<file path="src/rtl/hog_regs_pkg.sv">
// Shared register map, bit positions and AXI response codes for the HOG GP control register bank.
package hog_regs_pkg;

    localparam int CTRL_IDX     = 0;
    localparam int STATUS_IDX   = 1;
    localparam int CFG_BASE_IDX = 2;

    localparam int START_BIT     = 0;
    localparam int IRQ_EN_BIT    = 1;
    localparam int BUSY_BIT      = 0;
    localparam int DONE_BIT      = 1;
    localparam int START_ERR_BIT = 2;

    typedef enum logic [1:0] {
        RESP_OKAY   = 2'b00,
        RESP_SLVERR = 2'b10
    } axi_resp_e;

    function automatic axi_resp_e resp_for(input logic in_range);
        return in_range ? RESP_OKAY : RESP_SLVERR;
    endfunction

endpackage

</file>
<file path="src/rtl/hog_axil_wr_ctrl.sv">
// AXI4-Lite write channel front end: latches AW and W independently, emits a one-cycle
// commit strobe once both are held, and owns the B channel until the master accepts it.
module hog_axil_wr_ctrl
    import hog_regs_pkg::*;
#(
    parameter int  DATA_WIDTH = 32,
    parameter int  ADDR_WIDTH = 5,
    parameter int  NUM_REGS   = 8,
    localparam int STRB_W     = DATA_WIDTH / 8,
    localparam int IDX_LSB    = $clog2(STRB_W),
    localparam int IDX_W      = ADDR_WIDTH - IDX_LSB
) (
    input  logic                  clk,
    input  logic                  rst,
    input  logic [ADDR_WIDTH-1:0] s_axi_awaddr_i,
    input  logic                  s_axi_awvalid_i,
    output logic                  s_axi_awready_o,
    input  logic [DATA_WIDTH-1:0] s_axi_wdata_i,
    input  logic [STRB_W-1:0]     s_axi_wstrb_i,
    input  logic                  s_axi_wvalid_i,
    output logic                  s_axi_wready_o,
    output logic [1:0]            s_axi_bresp_o,
    output logic                  s_axi_bvalid_o,
    input  logic                  s_axi_bready_i,
    output logic                  commit_o,
    output logic                  commit_ok_o,
    output logic [IDX_W-1:0]      commit_idx_o,
    output logic [DATA_WIDTH-1:0] commit_data_o,
    output logic [STRB_W-1:0]     commit_strb_o
);

    logic                  aw_held_q;
    logic                  w_held_q;
    logic [IDX_W-1:0]      idx_q;
    logic [DATA_WIDTH-1:0] wdata_q;
    logic [STRB_W-1:0]     wstrb_q;
    logic                  bvalid_q;
    axi_resp_e             bresp_q;
    logic                  in_range;
    logic                  unused_awaddr_lsbs;

    assign unused_awaddr_lsbs = ^s_axi_awaddr_i[IDX_LSB-1:0];

    // Readies drop during reset so the master sees no acceptance while the bank is cleared.
    assign s_axi_awready_o = !rst && !aw_held_q && !bvalid_q;
    assign s_axi_wready_o  = !rst && !w_held_q && !bvalid_q;

    assign in_range      = int'(idx_q) < NUM_REGS;
    assign commit_o      = aw_held_q && w_held_q;
    assign commit_ok_o   = in_range;
    assign commit_idx_o  = idx_q;
    assign commit_data_o = wdata_q;
    assign commit_strb_o = wstrb_q;

    assign s_axi_bvalid_o = bvalid_q;
    assign s_axi_bresp_o  = bresp_q;

    always_ff @(posedge clk) begin
        // NOTE: clocked state uses <= so every register samples the pre-edge values of its peers.
        if (rst) begin
            aw_held_q <= 1'b0;
            w_held_q  <= 1'b0;
            idx_q     <= '0;
            wdata_q   <= '0;
            wstrb_q   <= '0;
            bvalid_q  <= 1'b0;
            bresp_q   <= RESP_OKAY;
        end else begin
            if (s_axi_awvalid_i && s_axi_awready_o) begin
                aw_held_q <= 1'b1;
                idx_q     <= s_axi_awaddr_i[ADDR_WIDTH-1:IDX_LSB];
            end
            if (s_axi_wvalid_i && s_axi_wready_o) begin
                w_held_q <= 1'b1;
                wdata_q  <= s_axi_wdata_i;
                wstrb_q  <= s_axi_wstrb_i;
            end
            if (commit_o) begin
                aw_held_q <= 1'b0;
                w_held_q  <= 1'b0;
                bvalid_q  <= 1'b1;
                bresp_q   <= resp_for(in_range);
            end else if (bvalid_q && s_axi_bready_i) begin
                bvalid_q <= 1'b0;
            end
        end
    end

endmodule

</file>
<file path="src/rtl/hog_axil_regbank.sv">
// AXI4-Lite register bank for the HOG core: CTRL/STATUS/config storage, read channel,
// start pulse generation and the done interrupt.
module hog_axil_regbank
    import hog_regs_pkg::*;
#(
    parameter int DATA_WIDTH = 32,
    parameter int ADDR_WIDTH = 5,
    parameter int NUM_REGS   = 8
) (
    input  logic                                 clk,
    input  logic                                 rst,
    input  logic [ADDR_WIDTH-1:0]                s_axi_awaddr,
    input  logic                                 s_axi_awvalid,
    output logic                                 s_axi_awready,
    input  logic [DATA_WIDTH-1:0]                s_axi_wdata,
    input  logic [DATA_WIDTH/8-1:0]              s_axi_wstrb,
    input  logic                                 s_axi_wvalid,
    output logic                                 s_axi_wready,
    output logic [1:0]                           s_axi_bresp,
    output logic                                 s_axi_bvalid,
    input  logic                                 s_axi_bready,
    input  logic [ADDR_WIDTH-1:0]                s_axi_araddr,
    input  logic                                 s_axi_arvalid,
    output logic                                 s_axi_arready,
    output logic [DATA_WIDTH-1:0]                s_axi_rdata,
    output logic [1:0]                           s_axi_rresp,
    output logic                                 s_axi_rvalid,
    input  logic                                 s_axi_rready,
    output logic                                 start_o,
    input  logic                                 busy_i,
    input  logic                                 done_i,
    output logic [(NUM_REGS-2)*DATA_WIDTH-1:0]   cfg_o,
    output logic                                 irq_o
);

    localparam int STRB_W  = DATA_WIDTH / 8;
    localparam int IDX_LSB = $clog2(STRB_W);
    localparam int IDX_W   = ADDR_WIDTH - IDX_LSB;
    localparam int NUM_CFG = NUM_REGS - CFG_BASE_IDX;

    logic                  wr_commit;
    logic                  wr_ok;
    logic [IDX_W-1:0]      wr_idx;
    logic [DATA_WIDTH-1:0] wr_data;
    logic [STRB_W-1:0]     wr_strb;

    logic                  irq_en_q;
    logic                  done_q, done_d;
    logic                  start_err_q, start_err_d;
    logic                  start_q;
    logic                  irq_q;
    logic [DATA_WIDTH-1:0] cfg_q [NUM_CFG];

    logic                  rvalid_q;
    logic [DATA_WIDTH-1:0] rdata_q;
    axi_resp_e             rresp_q;
    logic [IDX_W-1:0]      rd_idx;
    logic                  rd_ok;
    logic [DATA_WIDTH-1:0] rd_val;
    logic                  unused_araddr_lsbs;

    logic wr_ctrl, wr_status, start_req, done_clr, err_clr;

    hog_axil_wr_ctrl #(
        .DATA_WIDTH (DATA_WIDTH),
        .ADDR_WIDTH (ADDR_WIDTH),
        .NUM_REGS   (NUM_REGS)
    ) u_wr_ctrl (
        .clk             (clk),
        .rst             (rst),
        .s_axi_awaddr_i  (s_axi_awaddr),
        .s_axi_awvalid_i (s_axi_awvalid),
        .s_axi_awready_o (s_axi_awready),
        .s_axi_wdata_i   (s_axi_wdata),
        .s_axi_wstrb_i   (s_axi_wstrb),
        .s_axi_wvalid_i  (s_axi_wvalid),
        .s_axi_wready_o  (s_axi_wready),
        .s_axi_bresp_o   (s_axi_bresp),
        .s_axi_bvalid_o  (s_axi_bvalid),
        .s_axi_bready_i  (s_axi_bready),
        .commit_o        (wr_commit),
        .commit_ok_o     (wr_ok),
        .commit_idx_o    (wr_idx),
        .commit_data_o   (wr_data),
        .commit_strb_o   (wr_strb)
    );

    function automatic logic [DATA_WIDTH-1:0] merge_strb(input logic [DATA_WIDTH-1:0] old_val,
                                                         input logic [DATA_WIDTH-1:0] new_val,
                                                         input logic [STRB_W-1:0]     strb);
        logic [DATA_WIDTH-1:0] res;
        res = old_val;
        for (int b = 0; b < STRB_W; b++) begin
            if (strb[b]) res[8*b +: 8] = new_val[8*b +: 8];
        end
        return res;
    endfunction

    // CTRL and STATUS bits all live in byte lane 0, so lane 0 gates every control side effect.
    assign wr_ctrl   = wr_commit && wr_ok && wr_idx == IDX_W'(CTRL_IDX) && wr_strb[0];
    assign wr_status = wr_commit && wr_ok && wr_idx == IDX_W'(STATUS_IDX) && wr_strb[0];
    assign start_req = wr_ctrl && wr_data[START_BIT];
    assign done_clr  = wr_status && wr_data[DONE_BIT];
    assign err_clr   = wr_status && wr_data[START_ERR_BIT];

    // Set beats a same-cycle W1C clear so no completion event is lost.
    assign done_d      = done_i || (done_q && !done_clr);
    assign start_err_d = (start_req && busy_i) || (start_err_q && !err_clr);

    always_ff @(posedge clk) begin
        if (rst) begin
            irq_en_q    <= 1'b0;
            done_q      <= 1'b0;
            start_err_q <= 1'b0;
            start_q     <= 1'b0;
            irq_q       <= 1'b0;
            // NOTE: the config file is small and software expects zeros, so every entry is reset.
            for (int i = 0; i < NUM_CFG; i++) cfg_q[i] <= '0;
        end else begin
            start_q     <= start_req && !busy_i;
            done_q      <= done_d;
            start_err_q <= start_err_d;
            irq_q       <= irq_en_q && done_q;
            if (wr_ctrl) irq_en_q <= wr_data[IRQ_EN_BIT];
            for (int i = 0; i < NUM_CFG; i++) begin
                if (wr_commit && wr_idx == IDX_W'(CFG_BASE_IDX + i))
                    cfg_q[i] <= merge_strb(cfg_q[i], wr_data, wr_strb);
            end
        end
    end

    assign unused_araddr_lsbs = ^s_axi_araddr[IDX_LSB-1:0];
    assign rd_idx = s_axi_araddr[ADDR_WIDTH-1:IDX_LSB];

    always_comb begin
        // NOTE: defaults first so no branch leaves rd_val/rd_ok unassigned and a latch is inferred.
        rd_val = '0;
        rd_ok  = int'(rd_idx) < NUM_REGS;
        if (rd_idx == IDX_W'(CTRL_IDX)) begin
            rd_val[IRQ_EN_BIT] = irq_en_q;
        end else if (rd_idx == IDX_W'(STATUS_IDX)) begin
            rd_val[BUSY_BIT]      = busy_i;
            rd_val[DONE_BIT]      = done_q;
            rd_val[START_ERR_BIT] = start_err_q;
        end
        for (int i = 0; i < NUM_CFG; i++) begin
            if (rd_idx == IDX_W'(CFG_BASE_IDX + i)) rd_val = cfg_q[i];
        end
    end

    assign s_axi_arready = !rst && !rvalid_q;

    always_ff @(posedge clk) begin
        if (rst) begin
            rvalid_q <= 1'b0;
            rdata_q  <= '0;
            rresp_q  <= RESP_OKAY;
        end else if (s_axi_arvalid && s_axi_arready) begin
            rvalid_q <= 1'b1;
            rdata_q  <= rd_ok ? rd_val : '0;
            rresp_q  <= resp_for(rd_ok);
        end else if (rvalid_q && s_axi_rready) begin
            rvalid_q <= 1'b0;
        end
    end

    always_comb begin
        cfg_o = '0;
        for (int i = 0; i < NUM_CFG; i++) cfg_o[i*DATA_WIDTH +: DATA_WIDTH] = cfg_q[i];
    end

    assign s_axi_rvalid = rvalid_q;
    assign s_axi_rdata  = rdata_q;
    assign s_axi_rresp  = rresp_q;
    assign start_o      = start_q;
    assign irq_o        = irq_q;

endmodule

</file>
<file path="config.mk">
export PLATFORM = sky130hd
export DESIGN_NAME = hog_axil_regbank
export DESIGN_NICKNAME = d
export VERILOG_FILES = /design/src/rtl/hog_regs_pkg.sv /design/src/rtl/hog_axil_wr_ctrl.sv /design/src/rtl/hog_axil_regbank.sv
export SDC_FILE = /design/constraint.sdc
export NUM_CORES = 1
export LEC_CHECK = 0
export CORE_ASPECT_RATIO = 1.75
export CORE_MARGIN = 10
export CORE_UTILIZATION = 40
export DETAILED_ROUTE_END_ITERATION = 7
export PLACE_DENSITY_LB_ADDON = 0.05
export SYNTH_ARGS = -nofsm -noshare
export SYNTH_HDL_FRONTEND = slang
export SYNTH_SLANG_ARGS = --single-unit
</file>
<file path="constraint.sdc">
create_clock -name clk -period 4.4 [get_ports clk]
set_input_delay 0.88 -clock clk [delete_from_list [all_inputs] [get_ports clk]]
set_output_delay 0.88 -clock clk [all_outputs]
set_load 0.02 [all_outputs]
</file>
==> impl_metrics.toml, run 1 <==
[cts]
cts_buffers = 26
cts_tree = "done"
cts-resized-gates = 0
clk_pin_slew_ps = 60
post-cts-setup-buffer-count = 0
h-tree-depth = 1
clk_latency_ps = 530
clockBufferDepth = 3
cts_root_buf = "clkbuf_16"
cts.sinks = 272
cts_hold_buf = 0

[synth]
async_flop_share_pct = 0
ys_warn_count = 0
synth_edf_count = 192
yosysTopAreaCellShare_pct = 50.4
synth-seq-area-share_pct = 64.4
syn_inst = 960
synth_top_area_cell = "edfxtp_1"
syn_area_um2 = 11400
synth_ff_type = "edfxtp_1"
avgSynthCellArea_um2 = 11.9
synth_area_leaders = "edfxtp_1, dfxtp_1, and2_1"
ys_seq_elements = 272
synthDistinctLibCells = 44

[global_route]
antenna_found_initial = 3
grt_pass1_vias = 8874
grt_usage_pct = 21.2
grt_pass1_wl_um = 58000
gr-total-overflow = 0
grt_max_degree = 44

[drt]
wl_um = 39300
viasPerCell = 5.17
drc_errors = 0
vias = 8431
first_iter_violations = 484
first_pass_iters = 4
postRouteAntennaNets = 0
detail_route.wl_per_cell_um = 24.1

[worst_setup_path]
crit_path_cell_trace = "buf_4 > nor3_1 > clkdlybuf4s50_1"
critical-path-top-delay-family = "buffers and inverters"
cp-end-kind = "primary output"
path_max_fanout = 33
required_ps = 3520
reg2reg_setup_slack_ps = 1910
cp_slowest_stage_delay_ps = 680
arrival_ps = 2160
critPathKind = "in -> out"
path_buf_inv = 2
cp-start-kind = "input pin"
slowest_stage = "clkdlybuf4s50_1"

[power]
irDropWorstVdd_mv = 0.308
powerDensity_nw_per_um2 = 367
p_leak_uw = 0.00560

[sta]
maxSlewHeadroom_pct = 35.0
tightestPinTransition_ps = 971
skew_ps = 11.0
period_share_pct = 69.1
setup_ws_ps = 1360
fmaxAchievable_mhz = 329
period_minus_slack_ps = 3040
slew_violations = 0
report.final.hold_viol_count = 0
finalSetupViolations = 0
rsz0062_at_grt = "false"
tns_ps = 0

[outcome]
status = "finished clean"

[die]
die_w_um = 148
std_cell_rows = 81
core_um2 = 28100
die_area_um2 = 36000
start_util_pct = 40.8
io_pins = 290
die_h_um = 244

[worst_hold_path]
hp-class = "reg -> reg"

[flow_run]
maxCapViolations = 0

[final_layout]
drive_gt1_share_pct = 8.21
area_growth_pct = 35.5
final_common_cell = "clkdlybuf4s50_1"
fillers = 2490
nets = 1289
layout_common_cells = "clkdlybuf4s50_1, and2_1, edfxtp_1"

[placement]
place_congestion = 0.833
pre_cts_ws_ps = 1180
hpwl_um = 28500
port_buffers = 281
cell type report:
type	instances	area, µm²	area share [%]
sequential	272	7370	47.5
multi-input combinational	619	3780	24.4
timing repair buffer	312	3060	19.7
clock buffer	41	788	5.08
tap	373	467	3.01
clock inverter	7	36.3	0.234
inverter	3	11.3	0.0726
antenna	3	7.51	0.0484
logic make-up after synthesis:
kind of cell,share of synthesized area [%]
other cells,0.0328
flops,64.4
simple gates,22.0
mux,1.09
compound gates,9.33
buf+inv,3.14
per-layer routing:
| metal | vias up | wire length, µm | GRT usage (%) |
|---|---|---|---|
| met2 | 292 | 21300 | 39.2 |
| met1 | 4119 | 14300 | 22.9 |
| met3 | 60 | 2610 | 4.60 |
| met5 | - | 0 | 0 |
| li1 | 3960 | - | - |
| met4 | 0 | 1110 | 7.81 |
report_power, final:
part | switching, µW | total, µW | internal (µW) | leakage (µW)
Clock | 954 | 2180 | 1230 | 0.000408
Combinational | 342 | 594 | 252 | 0.00256
Sequential | 86.5 | 2920 | 2840 | 0.00264
metrics by stage:
step           std cells  hold slack [ps]  area (µm²)  power, µW  util (%)
4_1_cts             1627              482       15500       5750      55.2
2_1_floorplan        963              470       11500       3240         -
6_report            1630              476       15500       5700      55.2
5_1_grt             1630              494       15500       5890      55.2
3_5_place_dp        1579              472       14700       3580      52.3
3_3_place_gp        1579              463       14700       3570      52.3
worst register-to-register path, stage by stage (launching register included):
cell	delay [ps]
dfxtp_1	470
nand4_1	420
nor3_4	710
a21o_1	530
path summary, 6_finish.rpt:
check	cells past startpoint	end	start
min reg2reg	2	s_axi_rdata[0]	s_axi_rdata[0]
max	3	s_axi_wready	rst
max reg2reg	3	cfg_q[2][11]	u_wr_ctrl.aw_held_q
min	2	s_axi_rdata[0]	s_axi_rdata[0]
state kept, by name, indices dropped and copies added (netlist names):
| signal | flops |
|---|---|
| irq_en_q | 1 |
| start_err_q | 1 |
| cfg_q | 192 |
| u_wr_ctrl.commit_idx_o | 3 |
| u_wr_ctrl.w_held_q | 1 |
| u_wr_ctrl.commit_data_o | 32 |
| u_wr_ctrl.aw_held_q | 1 |
| start_o | 1 |
| u_wr_ctrl.s_axi_bvalid_o | 1 |
| irq_o | 1 |
| s_axi_rvalid | 1 |
| done_q | 1 |
| u_wr_ctrl.commit_strb_o | 4 |
| s_axi_rdata | 32 |
Yosys cell counts, types with 5 or more instances:
cell,n
a21o_1,16
a21oi_1,43
a22oi_1,58
and2_1,193
and4_1,27
buf_2,16
buf_4,8
clkbuf_1,32
clkbuf_2,7
dfxtp_1,80
edfxtp_1,192
mux2i_1,8
nand2_1,116
nand2b_1,5
nand3_1,5
nor2_1,41
nor3_1,12
nor3_2,20
o21ai_0,36
Power figures use the tool's default switching activity.
==> inputs of run 2 (changes only) <==
==> constraint.sdc (replaced) <==
create_clock -name clk -period 3 [get_ports clk]
set_input_delay 0.6 -clock clk [delete_from_list [all_inputs] [get_ports clk]]
set_output_delay 0.6 -clock clk [all_outputs]
set_load 0.02 [all_outputs]
==> impl_metrics.toml, run 2 (synthesis gave the netlist of run 1 again) <==
[sta]
slew_violations = 0
maxSlewHeadroom_pct = 53.5
tns_ps = 0
period_minus_slack_ps = 2550
fmaxAchievable_mhz = 392
finalSetupViolations = 0
report.final.hold_viol_count = 0
period_share_pct = 85.0
skew_ps = 8.36
rsz0062_at_grt = "false"
tightestPinTransition_ps = 697

[drt]
first_pass_iters = 5
drc_errors = 0
postRouteAntennaNets = 0
wl_um = 38900
detail_route.wl_per_cell_um = 23.7
viasPerCell = 5.16
vias = 8461
first_iter_violations = 628

[placement]
dp_cells = 1590
port_buffers = 281
place_congestion = 0.843
hpwl_um = 28500

[cts]
clk_pin_slew_ps = 70
cts.sinks = 272
post-cts-setup-buffer-count = 0
cts_root_buf = "clkbuf_16"
cts_tree = "done"
clockBufferDepth = 3
clk_latency_ps = 530
cts_buffers = 26
cts_hold_buf = 0
cts-resized-gates = 0
h-tree-depth = 1

[global_route]
antenna_found_initial = 1
grt_usage_pct = 21.0
gr-total-overflow = 0
grt_pass1_vias = 8849
grt_max_degree = 57
grt_pass1_wl_um = 57500

[worst_setup_path]
critPathKind = "reg -> out"
required_ps = 2400
path_max_fanout = 7
cp-end-kind = "primary output"
crit_path_start = "u_wr_ctrl.w_held_q"
cp-start-kind = "register"
crit_path_end = "s_axi_wready"
reg2reg_depth = 3
worstReg2RegStart = "u_wr_ctrl.w_held_q"
arrival_ps = 1950
reg2reg_to = "cfg_q[4][14]"
reg2reg_setup_slack_ps = 660

[die]
std_cell_rows = 81
die_h_um = 244
die_area_um2 = 36000
die_w_um = 148
core_um2 = 28100
start_util_pct = 40.8
io_pins = 290

[worst_hold_path]
hp-class = "in -> reg"

[final_layout]
area_growth_pct = 37.6
regMostFlops = "cfg_q"
final_cell_count_no_fill = 1639
final_common_cell = "clkdlybuf4s50_1"
largest_register_ffs = 192
drive_gt1_share_pct = 9.41
layout_common_cells = "clkdlybuf4s50_1, and2_1, edfxtp_1"
nets = 1300

[power]
p_leak_uw = 0.00572
powerDensity_nw_per_um2 = 564
irDropWorstVdd_mv = 0.384

[outcome]
status = "finished clean"

[flow_run]
maxCapViolations = 0
[run 2: cell count changes in the layout (fill, tap and decap cells not counted)]
cell / before / now
buf_12: 1 / 2
clkbuf_8: 6 / 1
clkinvlp_4: 0 / 3
buf_4: 31 / 41
clkinv_1: 2 / 1
inv_6: 0 / 1
clkinv_2: 4 / 3
bufinv_16: 0 / 7
diode_2: 3 / 1
clkbuf_1: 8 / 4
[run 2: worst max-delay path, cell delays in order (launching register included)]
cell and delay, ps:
dfxtp_1 380, nor3_1 350, clkdlybuf4s50_1 690
[run 2: area by class of cell]
class | instances | area [µm²]
antenna | 1 | 2.50
clock buffer | 32 | 704
clock inverter | 16 | 269
fill | 2459 | 12300
inverter | 3 | 11.3
multi-input combinational | 619 | 3780
sequential | 272 | 7370
tap | 373 | 467
timing repair buffer | 323 | 3150
[run 2: stage by stage]
step                      utilization [%]  power (µW)  instance area, µm²  setup WS [ps]  hold slack [ps]
after floorplan                         -        4750               11500            941              470
after global placement               52.6        5250               14800            356              456
after detailed placement             52.6        5260               14800            332              464
after CTS                            56.1        8950               15700            419              339
after global routing                 56.1        9170               15700            319              357
final                                56.1        8880               15700            451              365
[run 2: where the power goes]
group          switching [µW]  internal [µW]  total (µW)
Clock                    1440           2280        3720
Sequential                128           4160        4290
Combinational             498            378         876
[run 2: worst min-delay path by stage]
| stage | start | to | slack [ps] | cells past startpoint |
|---|---|---|---|---|
| floorplan | start_err_q | start_err_q | 470 | 1 |
| global placement | s_axi_rdata[1] | s_axi_rdata[1] | 460 | 2 |
| finish | rst | u_wr_ctrl.s_axi_bvalid_o | 370 | 2 |
| global route | rst | u_wr_ctrl.commit_data_o[26] | 360 | 2 |
| CTS | rst | u_wr_ctrl.commit_data_o[26] | 340 | 2 |
| detailed placement | s_axi_rdata[1] | s_axi_rdata[1] | 460 | 2 |
[run 2: metal layers]
layer  global-route usage [%]  wire length, µm  vias to the layer above  part of all wire (%)
met3                     4.44             2510                       61                   6.5
met4                     7.05             1070                        0                   2.7
met2                     40.0            21300                      307                    55
met5                        0                0                        -                     0
li1                         -                -                     3977                     -
met1                     22.0            13900                     4116                    36
